[config.mk]
export PLATFORM = sky130hd
export DESIGN_NAME = fifo_cola_flat
export DESIGN_NICKNAME = d
export VERILOG_FILES = /design/src/rtl/fifo_cola_if.sv /design/src/rtl/fifo_cola.sv /design/src/flat_wrapper.sv
export SDC_FILE = /design/constraint.sdc
export NUM_CORES = 1
export LEC_CHECK = 0
export CAP_MARGIN = 40
export CORE_ASPECT_RATIO = 1.75
export CORE_MARGIN = 2
export CORE_UTILIZATION = 50
export DETAILED_ROUTE_END_ITERATION = 10
export DONT_BUFFER_PORTS = 1
export PLACE_DENSITY = 0.68
export SETUP_SLACK_MARGIN = 0.3
export SLEW_MARGIN = 10
export SYNTH_ARGS = -nofsm -noshare
export SYNTH_HDL_FRONTEND = slang
export SYNTH_SLANG_ARGS = --single-unit
[constraint.sdc]
create_clock -name clk -period 1.9 [get_ports clk]
set_input_delay 0.19 -clock clk [delete_from_list [all_inputs] [get_ports clk]]
set_output_delay 0.19 -clock clk [all_outputs]
set_load 0.02 [all_outputs]
[src/rtl/fifo_cola_if.sv]
// fifo_cola_if: handshake bundle between a fifo_cola queue and its user.
//
// Signals:
//   push, pop      write / read strobes driven by the user
//   data_in        write data driven by the user
//   data_out       registered head word presented by the queue
//   empty, full    occupancy flags (count == 0 / count == DEPTH)
//   almost_empty   count <= AE_MARGIN
//   almost_full    count >= DEPTH - AF_MARGIN
//   count          current occupancy, 0..DEPTH
//   error          sticky overflow/underflow indication
//
// Modports:
//   master  the user side (input channel writer or arbiter reader)
//   slave   the queue itself
interface fifo_cola_if #(
  parameter int DATA_WIDTH = 6,
  parameter int ADDR_WIDTH = 2
);
  logic                  push;
  logic                  pop;
  logic [DATA_WIDTH-1:0] data_in;
  logic [DATA_WIDTH-1:0] data_out;
  logic                  empty;
  logic                  full;
  logic                  almost_empty;
  logic                  almost_full;
  logic [ADDR_WIDTH:0]   count;
  logic                  error;

  modport master (
    output push, pop, data_in,
    input  data_out, empty, full, almost_empty, almost_full, count, error
  );

  modport slave (
    input  push, pop, data_in,
    output data_out, empty, full, almost_empty, almost_full, count, error
  );
endinterface

[src/rtl/fifo_cola.sv]
// fifo_cola: single-clock packet queue placed in front of the arbitration
// stage (and reused for the output queues). The popped word appears on
// data_out one cycle after the accepting pop edge; its top two bits carry
// the destination.
//
// Ports:
//   clk    rising-edge clock
//   reset  synchronous, active-high; clears pointers, count, data_out, error
//   bus    fifo_cola_if.slave: push/pop/data_in in, data_out/flags/count/
//          error out
//
// All outputs are driven from registers (data_out, count, error) or decoded
// from the registered count only, so push/pop never reach an output
// combinationally.
module fifo_cola #(
  parameter int DATA_WIDTH = 6,
  parameter int ADDR_WIDTH = 2,
  parameter int AF_MARGIN  = 1,
  parameter int AE_MARGIN  = 1
) (
  input logic        clk,
  input logic        reset,
  fifo_cola_if.slave bus
);

  localparam int DEPTH = 2 ** ADDR_WIDTH;

  localparam logic [ADDR_WIDTH:0] FULL_LEVEL = {1'b1, {ADDR_WIDTH{1'b0}}};
  localparam logic [ADDR_WIDTH:0] AF_LEVEL   = (ADDR_WIDTH+1)'(DEPTH - AF_MARGIN);
  localparam logic [ADDR_WIDTH:0] AE_LEVEL   = (ADDR_WIDTH+1)'(AE_MARGIN);

  logic [DATA_WIDTH-1:0] mem [DEPTH];
  logic [ADDR_WIDTH-1:0] wr_ptr;
  logic [ADDR_WIDTH-1:0] rd_ptr;
  logic [ADDR_WIDTH:0]   count_q;
  logic [DATA_WIDTH-1:0] data_q;
  logic                  error_q;

  logic pop_ok;
  logic push_ok;

  // A pop needs something to read. A push needs room, except that a pop
  // accepted on the same edge frees the head slot, so a full queue can
  // take a push together with a pop. An empty queue never bypasses the
  // pushed word to data_out.
  assign pop_ok  = bus.pop && (count_q != '0);
  assign push_ok = bus.push && ((count_q != FULL_LEVEL) || pop_ok);

  // Storage is not cleared on reset; the pointers alone define validity.
  always_ff @(posedge clk) begin
    if (!reset && push_ok) begin
      mem[wr_ptr] <= bus.data_in;
    end
  end

  // Pointers, occupancy, read register and sticky error. Pointers roll
  // over naturally at ADDR_WIDTH bits. A rejected strobe (overflow or
  // underflow) sets error until the next reset.
  always_ff @(posedge clk) begin
    if (reset) begin
      wr_ptr  <= '0;
      rd_ptr  <= '0;
      count_q <= '0;
      data_q  <= '0;
      error_q <= 1'b0;
    end else begin
      if (push_ok) begin
        wr_ptr <= wr_ptr + 1'b1;
      end
      if (pop_ok) begin
        data_q <= mem[rd_ptr];
        rd_ptr <= rd_ptr + 1'b1;
      end
      if (push_ok && !pop_ok) begin
        count_q <= count_q + 1'b1;
      end else if (pop_ok && !push_ok) begin
        count_q <= count_q - 1'b1;
      end
      if ((bus.push && !push_ok) || (bus.pop && !pop_ok)) begin
        error_q <= 1'b1;
      end
    end
  end

  assign bus.data_out     = data_q;
  assign bus.count        = count_q;
  assign bus.error        = error_q;
  assign bus.empty        = (count_q == '0);
  assign bus.full         = (count_q == FULL_LEVEL);
  assign bus.almost_empty = (count_q <= AE_LEVEL);
  assign bus.almost_full  = (count_q >= AF_LEVEL);

endmodule

[src/flat_wrapper.sv]
// flat-port wrapper written by rule: the top's interface ports become plain ports
module fifo_cola_flat 
#(
  parameter int DATA_WIDTH = 6,
  parameter int ADDR_WIDTH = 2,
  parameter int AF_MARGIN  = 1,
  parameter int AE_MARGIN  = 1
)
  (clk, reset, bus_push, bus_pop, bus_data_in, bus_data_out, bus_empty, bus_full, bus_almost_empty, bus_almost_full, bus_count, bus_error);
  fifo_cola_if #(.DATA_WIDTH(DATA_WIDTH), .ADDR_WIDTH(ADDR_WIDTH)) bus_i ();
  input logic clk;
  input logic reset;
  input wire logic [$bits(bus_i.push)-1:0] bus_push;
  input wire logic [$bits(bus_i.pop)-1:0] bus_pop;
  input wire logic [$bits(bus_i.data_in)-1:0] bus_data_in;
  output wire logic [$bits(bus_i.data_out)-1:0] bus_data_out;
  output wire logic [$bits(bus_i.empty)-1:0] bus_empty;
  output wire logic [$bits(bus_i.full)-1:0] bus_full;
  output wire logic [$bits(bus_i.almost_empty)-1:0] bus_almost_empty;
  output wire logic [$bits(bus_i.almost_full)-1:0] bus_almost_full;
  output wire logic [$bits(bus_i.count)-1:0] bus_count;
  output wire logic [$bits(bus_i.error)-1:0] bus_error;
  assign bus_i.push = bus_push;
  assign bus_i.pop = bus_pop;
  assign bus_i.data_in = bus_data_in;
  assign bus_data_out = bus_i.data_out;
  assign bus_empty = bus_i.empty;
  assign bus_full = bus_i.full;
  assign bus_almost_empty = bus_i.almost_empty;
  assign bus_almost_full = bus_i.almost_full;
  assign bus_count = bus_i.count;
  assign bus_error = bus_i.error;
  fifo_cola #(.DATA_WIDTH(DATA_WIDTH), .ADDR_WIDTH(ADDR_WIDTH), .AF_MARGIN(AF_MARGIN), .AE_MARGIN(AE_MARGIN)) u_core (.clk(clk), .reset(reset), .bus(bus_i));
endmodule
==> impl_metrics.json, run 1 <==
{
  "yosysWarnings": 0,
  "core_area_um2": 3180,
  "netlist.area_leader.share_pct": 42.9,
  "start_util_pct": 52.9,
  "synthAdderAreaFrac_pct": 7.45,
  "final.setup.tns_ps": 0,
  "post-route-util_pct": 67.5,
  "cp-end-kind": "flip-flop",
  "antenna_found_initial": 0,
  "yosysTopAreaCell": "edfxtp_1",
  "synth_top_family_by_area": "simple AND/OR/NAND/NOR gates",
  "via_count": 1051,
  "critPathLaunchType": "flip-flop",
  "grtUsageTotal_pct": 17.5,
  "hp-class": "input pin to flip-flop",
  "muxShareOfSynthArea_pct": 8.64,
  "cp.required_ps": 1910,
  "synth_common_cells": "edfxtp_1, dfxtp_1, a21oi_1, o21ai_0",
  "worst-slew-pin-transition_ps": 458,
  "cts_buffer_depth": 2,
  "setup-violations-final": 0,
  "path_max_fanout": 6,
  "clkSinkCount": 38,
  "fp-row-count": 27,
  "whs_ps": -42.9,
  "drive_above_1_share_pct": 30.5,
  "die_height_um": 80.7,
  "power_density_nw_per_um2": 1470,
  "synth_seq_cells": 38,
  "slew_violations": 0,
  "ioPinCount": 24,
  "synth.avg_cell_area_um2": 12.7,
  "yosys.area_share.simple_pct": 9.75,
  "synth_edf_count": 24,
  "cts_buffers": 5,
  "ys_types": 26,
  "seq_area_frac_synth_pct": 59.6,
  "finalHoldViolCount": 13,
  "rsz0062_at_grt": "yes",
  "io_buffers": 0,
  "fill_cells": 254,
  "synth_area_leaders": "edfxtp_1, dfxtp_1, mux4_2",
  "irDropWorstVdd_mv": 0.950,
  "die_area_um2": 3860,
  "critical_path_arrival_ps": 1660,
  "cts_root_buf": "clkbuf_8",
  "fin_ws_ps": 253,
  "grt_pass1_wl_um": 4540,
  "synth_ff_type": "edfxtp_1",
  "ant_nets": 0,
  "synth_fp_nets": 152,
  "antenna_cells": 0,
  "synth-async-reset-ratio_pct": 0,
  "pre_cts_ws_ps": 179,
  "wirelength_um": 2870,
  "fin_cells": 197,
  "dp_cells": 170,
  "slew-limit-headroom_pct": 69.4,
  "max_freq_mhz": 607,
  "power_mw": 3.16,
  "dpl-instance-area_um2": 1790,
  "route.detailed.drc": 0,
  "status": "complete, but fails checks",
  "cts.clk_slew.worst_paths_ps": 70,
  "fin_worst_skew_ps": 4.75,
  "ctsHoldBuffers": 7,
  "synthXorXnorAreaFrac_pct": 1.04,
  "place.gp.congestion": 0.736,
  "nets": 173,
  "overflow": 0,
  "drtIter0Drc": 11,
  "grt_max_degree": 19,
  "first_pass_iters": 3,
  "routedWlPerCell_um": 14.6,
  "ctsHtreeMaxLevel": 2,
  "grt_pass1_vias": 1049,
  "leakagePower_nw": 0.792,
  "max_cap_viol_count": 0,
  "period_share_pct": 86.7,
  "cts_tree": "done",
  "clkLatencyLatePin_ps": 290,
  "final_area_um2": 2140,
  "avgViaCountPerCell": 5.34,
  "area_growth_pct": 27.6,
  "synth_area_um2": 1680,
  "synth.most_common_cell": "edfxtp_1",
  "criticalPathCategory": "flip-flop to flip-flop",
  "violations": "hold timing",
  "dp_hpwl_um": 2030,
  "die_w_um": 47.8,
  "synth_compound_gate_area_share_pct": 8.34,
  "netlist_instances": 132,
  "period_needed_ps": 1650
}
## sequential cells by signal (all words and copies together), names as in the netlist
| register | flops |
|---|---|
| u_core.mem | 24 |
| u_core.bus.data_out | 6 |
| u_core.bus.count | 3 |
| u_core.rd_ptr | 2 |
| u_core.wr_ptr | 2 |
| u_core.bus.error | 1 |
## critical path, cell delays in order, from the launching register on
cell	delay [ps]
dfxtp_4	430
inv_4	50
ha_4	170
nand3b_1	150
nand2_4	80
buf_12	140
nor3b_4	200
buf_6	150
## power breakdown
part	internal [mW]	leakage, nW	switching (mW)
sequential	1.00	0.334	0.197
combinational	0.549	0.389	0.598
clock	0.526	0.0683	0.284
total	2.08	0.792	1.08
## timing repair
action                                  in CTS  in global routing
gates cloned                                 0                  0
setup buffers                                8                  4
pin swaps                                    8                  5
resized for setup                            6                  9
endpoints found under the hold margin       38                 13
endpoints found under the setup margin      29                 31
## final timing paths
kind	startpoint	end	slack (ps)	depth (start not counted)
hold / removal	reset	u_core.bus.count[0]	-40	1
hold reg to reg	u_core.wr_ptr[0]	u_core.wr_ptr[0]	520	2
setup reg to reg	u_core.bus.count[0]	u_core.mem[3][3]	250	7
setup / recovery	u_core.bus.count[0]	u_core.mem[3][3]	250	7
## layer usage
metal | wire [um] | GRT usage [%] | vias to the layer above | part of all wire (%)
met5 | 0 | 0 | - | 0
met4 | 47 | 7.30 | 0 | 1.6
met3 | 123 | 7.64 | 5 | 4.3
met2 | 1600 | 30.0 | 24 | 55
met1 | 1110 | 17.1 | 502 | 39
li1 | - | - | 520 | -
## placed cells by master, fill, tap and decap left out, types with 2 or more instances in the layout
cell           netlist  routed
buf_6                2       5
buf_4                0       8
o21ai_0             12      10
nor2_2               0       2
nor2b_1              2       2
nor2_1               5       3
dlygate4sd3_1        0       7
edfxtp_1            24      24
ha_4                 0       2
clkbuf_8             0       5
inv_4                0       3
a21oi_1             13      13
nand3_1              9       9
dfxtp_1             14      11
bufinv_16            0       2
and3b_1              2       2
inv_2                2       2
ha_1                10       8
nor3b_4              0       4
inv_1               10       7
nand2_1              3       2
mux4_2               6       6
dfxtp_4              0       2
## final cells by class
class	instances	area [um^2]	area share, %
multi-input combinational	75	683	31.9
sequential	38	1010	47.1
timing repair buffer	21	206	9.63
inverter	12	52.6	2.45
clock inverter	3	68.8	3.21
clock buffer	5	68.8	3.21
tap	43	53.8	2.51
## logic make-up after synthesis
kind of cell    after synthesis
xor+xnor                      2
simple gates                 29
mux                           7
buf+inv                      19
compound gates               27
fa+ha+maj                    10
flops                        38
No activity file was read; power rests on OpenSTA's default activity.
==> run 2: changes to the inputs <==
Settings changed: CORE_UTILIZATION 50 to 35, PLACE_DENSITY 0.68 to unset.
==> run 2 against run 1 <==
Effect of this change:
- fmax up 2.0%
- global-route usage shrank 4.4 points
- clock power shrank 15%
- sequential share of layout area increased by 1.7 points
- combinational power fell by 10%
- flip-flop and latch count unchanged
- hold slack worse by 3.2 ps
- register-to-register slack improved by 30 ps
- design area is 3.4% lower
- the flow still finishes with violations (hold timing)
==> impl_metrics.json, run 2 (same netlist as run 1, synthesis figures left out) <==
{
  "status": "complete, but fails checks",
  "violations": "hold timing",
  "fin_cells": 200,
  "ant_nets": 0,
  "startpoint": "u_core.bus.count[0]",
  "final.setup.tns_ps": 0,
  "power_density_nw_per_um2": 1410,
  "core_area_um2": 4670,
  "critPathLaunchType": "flip-flop",
  "post-route-util_pct": 44.4,
  "p_switching_mw": 1.06,
  "start_util_pct": 36.0,
  "whs_ps": -46.1,
  "path_max_fanout": 5,
  "grtUsageTotal_pct": 13.1,
  "ctsHoldBuffers": 6,
  "critical_path_arrival_ps": 1800,
  "nets": 167,
  "r2r_slack_ps": 290,
  "dp_cells": 179,
  "antenna_cells": 0,
  "period_needed_ps": 1610,
  "regToRegStartpoint": "u_core.bus.count[0]",
  "p_int_mw": 1.85,
  "dp_hpwl_um": 2280,
  "fp-row-count": 33,
  "grt_pass1_vias": 1067,
  "hp-class": "input pin to flip-flop",
  "multi_input_area_um2": 677,
  "setup-violations-final": 0,
  "route.detailed.drc": 0,
  "swShare_pct": 36.4,
  "rsz0062_at_grt": "yes",
  "irDropWorstVdd_mv": 0.855,
  "cp_slowest_cell": "dfxtp_4",
  "ff2ff_path_depth": 8,
  "ctsHtreeMaxLevel": 2,
  "die_area_um2": 5390,
  "fill_cells": 423,
  "antenna_found_initial": 0,
  "reg2reg_to": "u_core.bus.count[1]",
  "cts_root_buf": "clkbuf_8",
  "leakagePower_nw": 0.740,
  "place.gp.congestion": 0.700,
  "slew_violations": 0,
  "cts_buffer_depth": 2,
  "max_cap_viol_count": 0,
  "pre_cts_ws_ps": 153,
  "area_growth_pct": 23.2,
  "criticalPathCategory": "flip-flop to flip-flop",
  "via_count": 1061,
  "first_pass_iters": 4,
  "cts.clk_slew.worst_paths_ps": 80,
  "cts_buffers": 5,
  "avgViaCountPerCell": 5.31,
  "path_common_cell": "ha_4",
  "cts_tree": "done",
  "layout_common_cells": "edfxtp_1, a21oi_1, o21ai_0, dfxtp_1, nand3_1",
  "cp-end-kind": "flip-flop",
  "io_buffers": 0,
  "register_area_um2": 1010,
  "clkPwrFrac_pct": 23.5,
  "clkLatencyLatePin_ps": 290,
  "period_share_pct": 85.0,
  "comb_power_share_pct": 35.4,
  "slew-limit-headroom_pct": 56.1,
  "drive_above_1_share_pct": 27.0,
  "largest_reg_flops": 24,
  "grt_pass1_wl_um": 5240,
  "layout_commonest_cell": "edfxtp_1",
  "wirelength_um": 3220,
  "cp.required_ps": 2090,
  "ioPinCount": 24,
  "die_height_um": 95.7,
  "finalHoldViolCount": 14,
  "top_register": "u_core.mem",
  "power_frac_seq_pct": 41.1,
  "overflow": 0,
  "routedWlPerCell_um": 16.1,
  "fin_worst_skew_ps": 6.02,
  "die_w_um": 56.4,
  "crit_chain": "inv_4 > ha_4 > nand3b_1 > nand2_4 > inv_2 > ha_4 > mux2i_1 > nor2_1",
  "clkSinkCount": 38,
  "worst-slew-pin-transition_ps": 651,
  "grt_max_degree": 19,
  "max_freq_mhz": 619,
  "max_stage_delay_ps": 400,
  "crit_path_end": "u_core.bus.count[1]",
  "drtIter0Drc": 37,
  "fin_ws_ps": 285
}
-- run 2: critical path: cells and delay by family (launching register included) --
kind / cells / cell delay [ps]
mux: 1 / 180
buf+inv: 2 / 140
flops: 1 / 400
simple gates: 3 / 370
fa+ha+maj: 2 / 430
-- run 2: stage by stage --
stage               area, um^2  power (mW)
CTS                       2050        2.91
detailed placement        1800        2.15
floorplan                 1770        2.01
finish                    2070        2.92
global route              2070        3.11
global placement          1800        2.12
-- run 2: worst min path at each step --
stage | from | slack [ps] | end | cells after the start
floorplan | bus_data_in[0] | 290 | u_core.mem[0][0] | 0
global placement | reset | 260 | u_core.bus.count[0] | 1
detailed placement | reset | 260 | u_core.bus.count[1] | 1
CTS | reset | -60 | u_core.bus.count[1] | 1
global route | reset | -60 | u_core.bus.data_out[3] | 1
finish | reset | -50 | u_core.bus.count[1] | 1
-- run 2: power groups by stage --
| stage | clock (mW) | combinational [mW] | sequential [mW] |
|---|---|---|---|
| 6_report | 0.685 | 1.03 | 1.20 |
| 5_1_grt | 0.738 | 1.15 | 1.22 |
| 4_1_cts | 0.704 | 1.00 | 1.21 |
| 3_5_place_dp | 0 | 0.936 | 1.22 |
| 3_3_place_gp | 0 | 0.911 | 1.21 |
| 2_1_floorplan | 0 | 0.838 | 1.17 |
-- run 2: timing repair --
action                     in CTS  in global routing
pin swaps                       8                  5
resized for setup               4                  6
hold endpoints to repair       38                 14
setup endpoints to repair      29                 30
buffers inserted                7                  0
-- run 2: routing by layer --
metal,vias to the layer above,global-route usage [%],wire [um]
met1,521,15.2,1330
li1,508,-,-
met4,0,5.95,67
met2,26,21.8,1640
met5,-,0,0
met3,6,4.34,178
-- run 2: area by class of cell --
cell class	instances	area share, %
clock inverter	3	2.18
clock buffer	5	3.33
inverter	12	2.54
tap	52	3.14
sequential	38	48.8
timing repair buffer	15	7.32
multi-input combinational	75	32.7
==> run 3: changes to the inputs <==
Clock period 1.9 ns to 1.4 ns, I/O delays scaled along.
==> run 3 against run 2 <==
Effect of this change:
- the flow finishes with violations (setup timing)
- flip-flop and latch count stayed put
- critical path depth is 1 lower
- wire length is 6.3% higher
- clock skew hardly changed
- highest routed layer unchanged
==> impl_metrics.json, run 3 (same netlist as run 1, synthesis figures left out) <==
{
  "grt_pass1_vias": 1202,
  "critPathLaunchType": "flip-flop",
  "worst-slew-pin-transition_ps": 607,
  "place.gp.congestion": 0.788,
  "grt_max_degree": 15,
  "max_cap_viol_count": 0,
  "post-route-util_pct": 49.2,
  "largest_reg_flops": 24,
  "clkPwrFrac_pct": 16.0,
  "setup-violations-final": 30,
  "startpoint": "u_core.bus.count[1]",
  "worstHoldStart": "bus_push",
  "slew_violations": 0,
  "grt_pass1_wl_um": 5600,
  "slew-limit-headroom_pct": 59.4,
  "met1_usage_pct": 14.1,
  "rsz0062_at_grt": "yes",
  "ff2ff_path_depth": 7,
  "swShare_pct": 37.5,
  "cp-end-kind": "flip-flop",
  "fin_ws_ps": -184,
  "die_area_um2": 5390,
  "critical_path_arrival_ps": 1590,
  "layout_common_cells": "edfxtp_1, dlygate4sd3_1, a21oi_1, dfxtp_1",
  "finalHoldViolCount": 0,
  "pre_cts_ws_ps": -216,
  "hp-class": "input pin to flip-flop",
  "leakagePower_nw": 0.842,
  "via_count": 1121,
  "area_growth_pct": 36.6,
  "die_w_um": 56.4,
  "p_int_mw": 2.74,
  "cts_buffers": 5,
  "ioPinCount": 24,
  "regToRegStartpoint": "u_core.bus.count[1]",
  "period_needed_ps": 1580,
  "clkSinkCount": 38,
  "cp.required_ps": 1410,
  "violations": "setup timing",
  "cts_tree": "done",
  "period_share_pct": 113,
  "power_mw": 4.38,
  "max_freq_mhz": 631,
  "cp_slowest_cell": "dfxtp_4",
  "irDropWorstVdd_mv": 1.40,
  "antenna_cells": 0,
  "ant_nets": 0,
  "fin_cells": 217,
  "drive_above_1_share_pct": 39.4,
  "max_stage_delay_ps": 360,
  "fin_worst_skew_ps": 6.30,
  "cts_root_buf": "clkbuf_8",
  "min_path_cells": 3,
  "routedWlPerCell_um": 15.8,
  "grtUsageTotal_pct": 14.1,
  "register_area_um2": 1010,
  "min_to": "u_core.wr_ptr[0]",
  "dp_cells": 194,
  "antenna_found_initial": 0,
  "dp_hpwl_um": 2440,
  "drtIter0Drc": 33,
  "avgViaCountPerCell": 5.17,
  "fill_cells": 426,
  "cts.clk_slew.worst_paths_ps": 70,
  "use_met2_pct": 26.5,
  "core_area_um2": 4670,
  "clkLatencyLatePin_ps": 290,
  "r2r_slack_ps": -180,
  "power_frac_seq_pct": 35.3,
  "comb_power_share_pct": 48.7,
  "path_max_fanout": 5,
  "whs_ps": 135,
  "layout_commonest_cell": "edfxtp_1",
  "multi_input_area_um2": 744,
  "first_pass_iters": 4,
  "criticalPathCategory": "flip-flop to flip-flop",
  "start_util_pct": 36.0,
  "status": "complete, but fails checks",
  "reg2reg_to": "u_core.mem[2][3]",
  "fp-row-count": 33,
  "die_height_um": 95.7,
  "io_buffers": 0,
  "cts_buffer_depth": 2,
  "route.detailed.drc": 0,
  "p_switching_mw": 1.64,
  "ctsHtreeMaxLevel": 2,
  "use_met3_pct": 3.66,
  "crit_chain": "inv_4 > ha_4 > nand3b_1 > nand2_4 > buf_12 > nor3b_4 > buf_6",
  "grt_busiest_layer": "met2",
  "power_density_nw_per_um2": 1910,
  "nets": 184,
  "top_register": "u_core.mem",
  "wirelength_um": 3420,
  "overflow": 0
}
-- run 3: cell count changes in the layout (fill, tap and decap cells not counted), sizes merged --
cell	before	now
dlygate4sd3	6	11
bufinv	1	0
clkinv	0	3
buf	9	21
clkinvlp	2	0
-- run 3: worst max-delay path, delay by kind of cell (launching register included) --
family / cells / cell delay [ps]
simple gates: 3 / 450
flops: 1 / 360
buf+inv: 3 / 340
fa+ha+maj: 1 / 160
-- run 3: power by group through the flow --
stage               registers, mW  logic [mW]  clock network, mW
floorplan                    1.60        1.21                  0
global placement             1.56        1.68                  0
detailed placement           1.57        1.74                  0
global route                 1.57        2.34              0.753
CTS                          1.55        1.96              0.710
finish                       1.55        2.14              0.700
-- run 3: what timing repair did --
item	CTS	global route
cloned	0	0
pin swaps	5	4
hold endpoints to repair	38	1
hold buffers	10	1
resized for setup	19	14
setup buffers	2	2
endpoints found under the setup margin	41	41
-- run 3: metal layers --
layer  up-vias  share of wire, %
li1        539                 -
met1       556                38
met2        19                56
met3         7               3.7
met4         0               2.3
met5         -                 0
-- run 3: how the worst max path moves through the flow --
stage	endpoint	slack, ps	cells past startpoint
5_1_grt	u_core.mem[2][3]	-240	7
3_3_place_gp	u_core.bus.count[1]	-80	8
2_1_floorplan	u_core.bus.count[1]	-150	8
6_report	u_core.mem[2][3]	-180	7
3_5_place_dp	u_core.bus.count[2]	-220	9
4_1_cts	u_core.mem[2][3]	-170	7
-- run 3: final cells by class --
| type | instances | share of cell area (%) |
|---|---|---|
| Timing Repair Buffer | 32 | 14.6 |
| Inverter | 12 | 2.62 |
| Clock buffer | 5 | 3.00 |
| Sequential cell | 38 | 44.1 |
| Multi-Input combinational cell | 75 | 32.4 |
| Tap cell | 52 | 2.84 |
| Clock inverter | 3 | 0.491 |
-- run 3: stage by stage --
stage | area [um^2] | setup TNS [ps]
2_1_floorplan | 1780 | -2910
3_3_place_gp | 1940 | -1340
3_5_place_dp | 1940 | -2380
4_1_cts | 2210 | -4040
5_1_grt | 2290 | -6210
6_report | 2290 | -4300
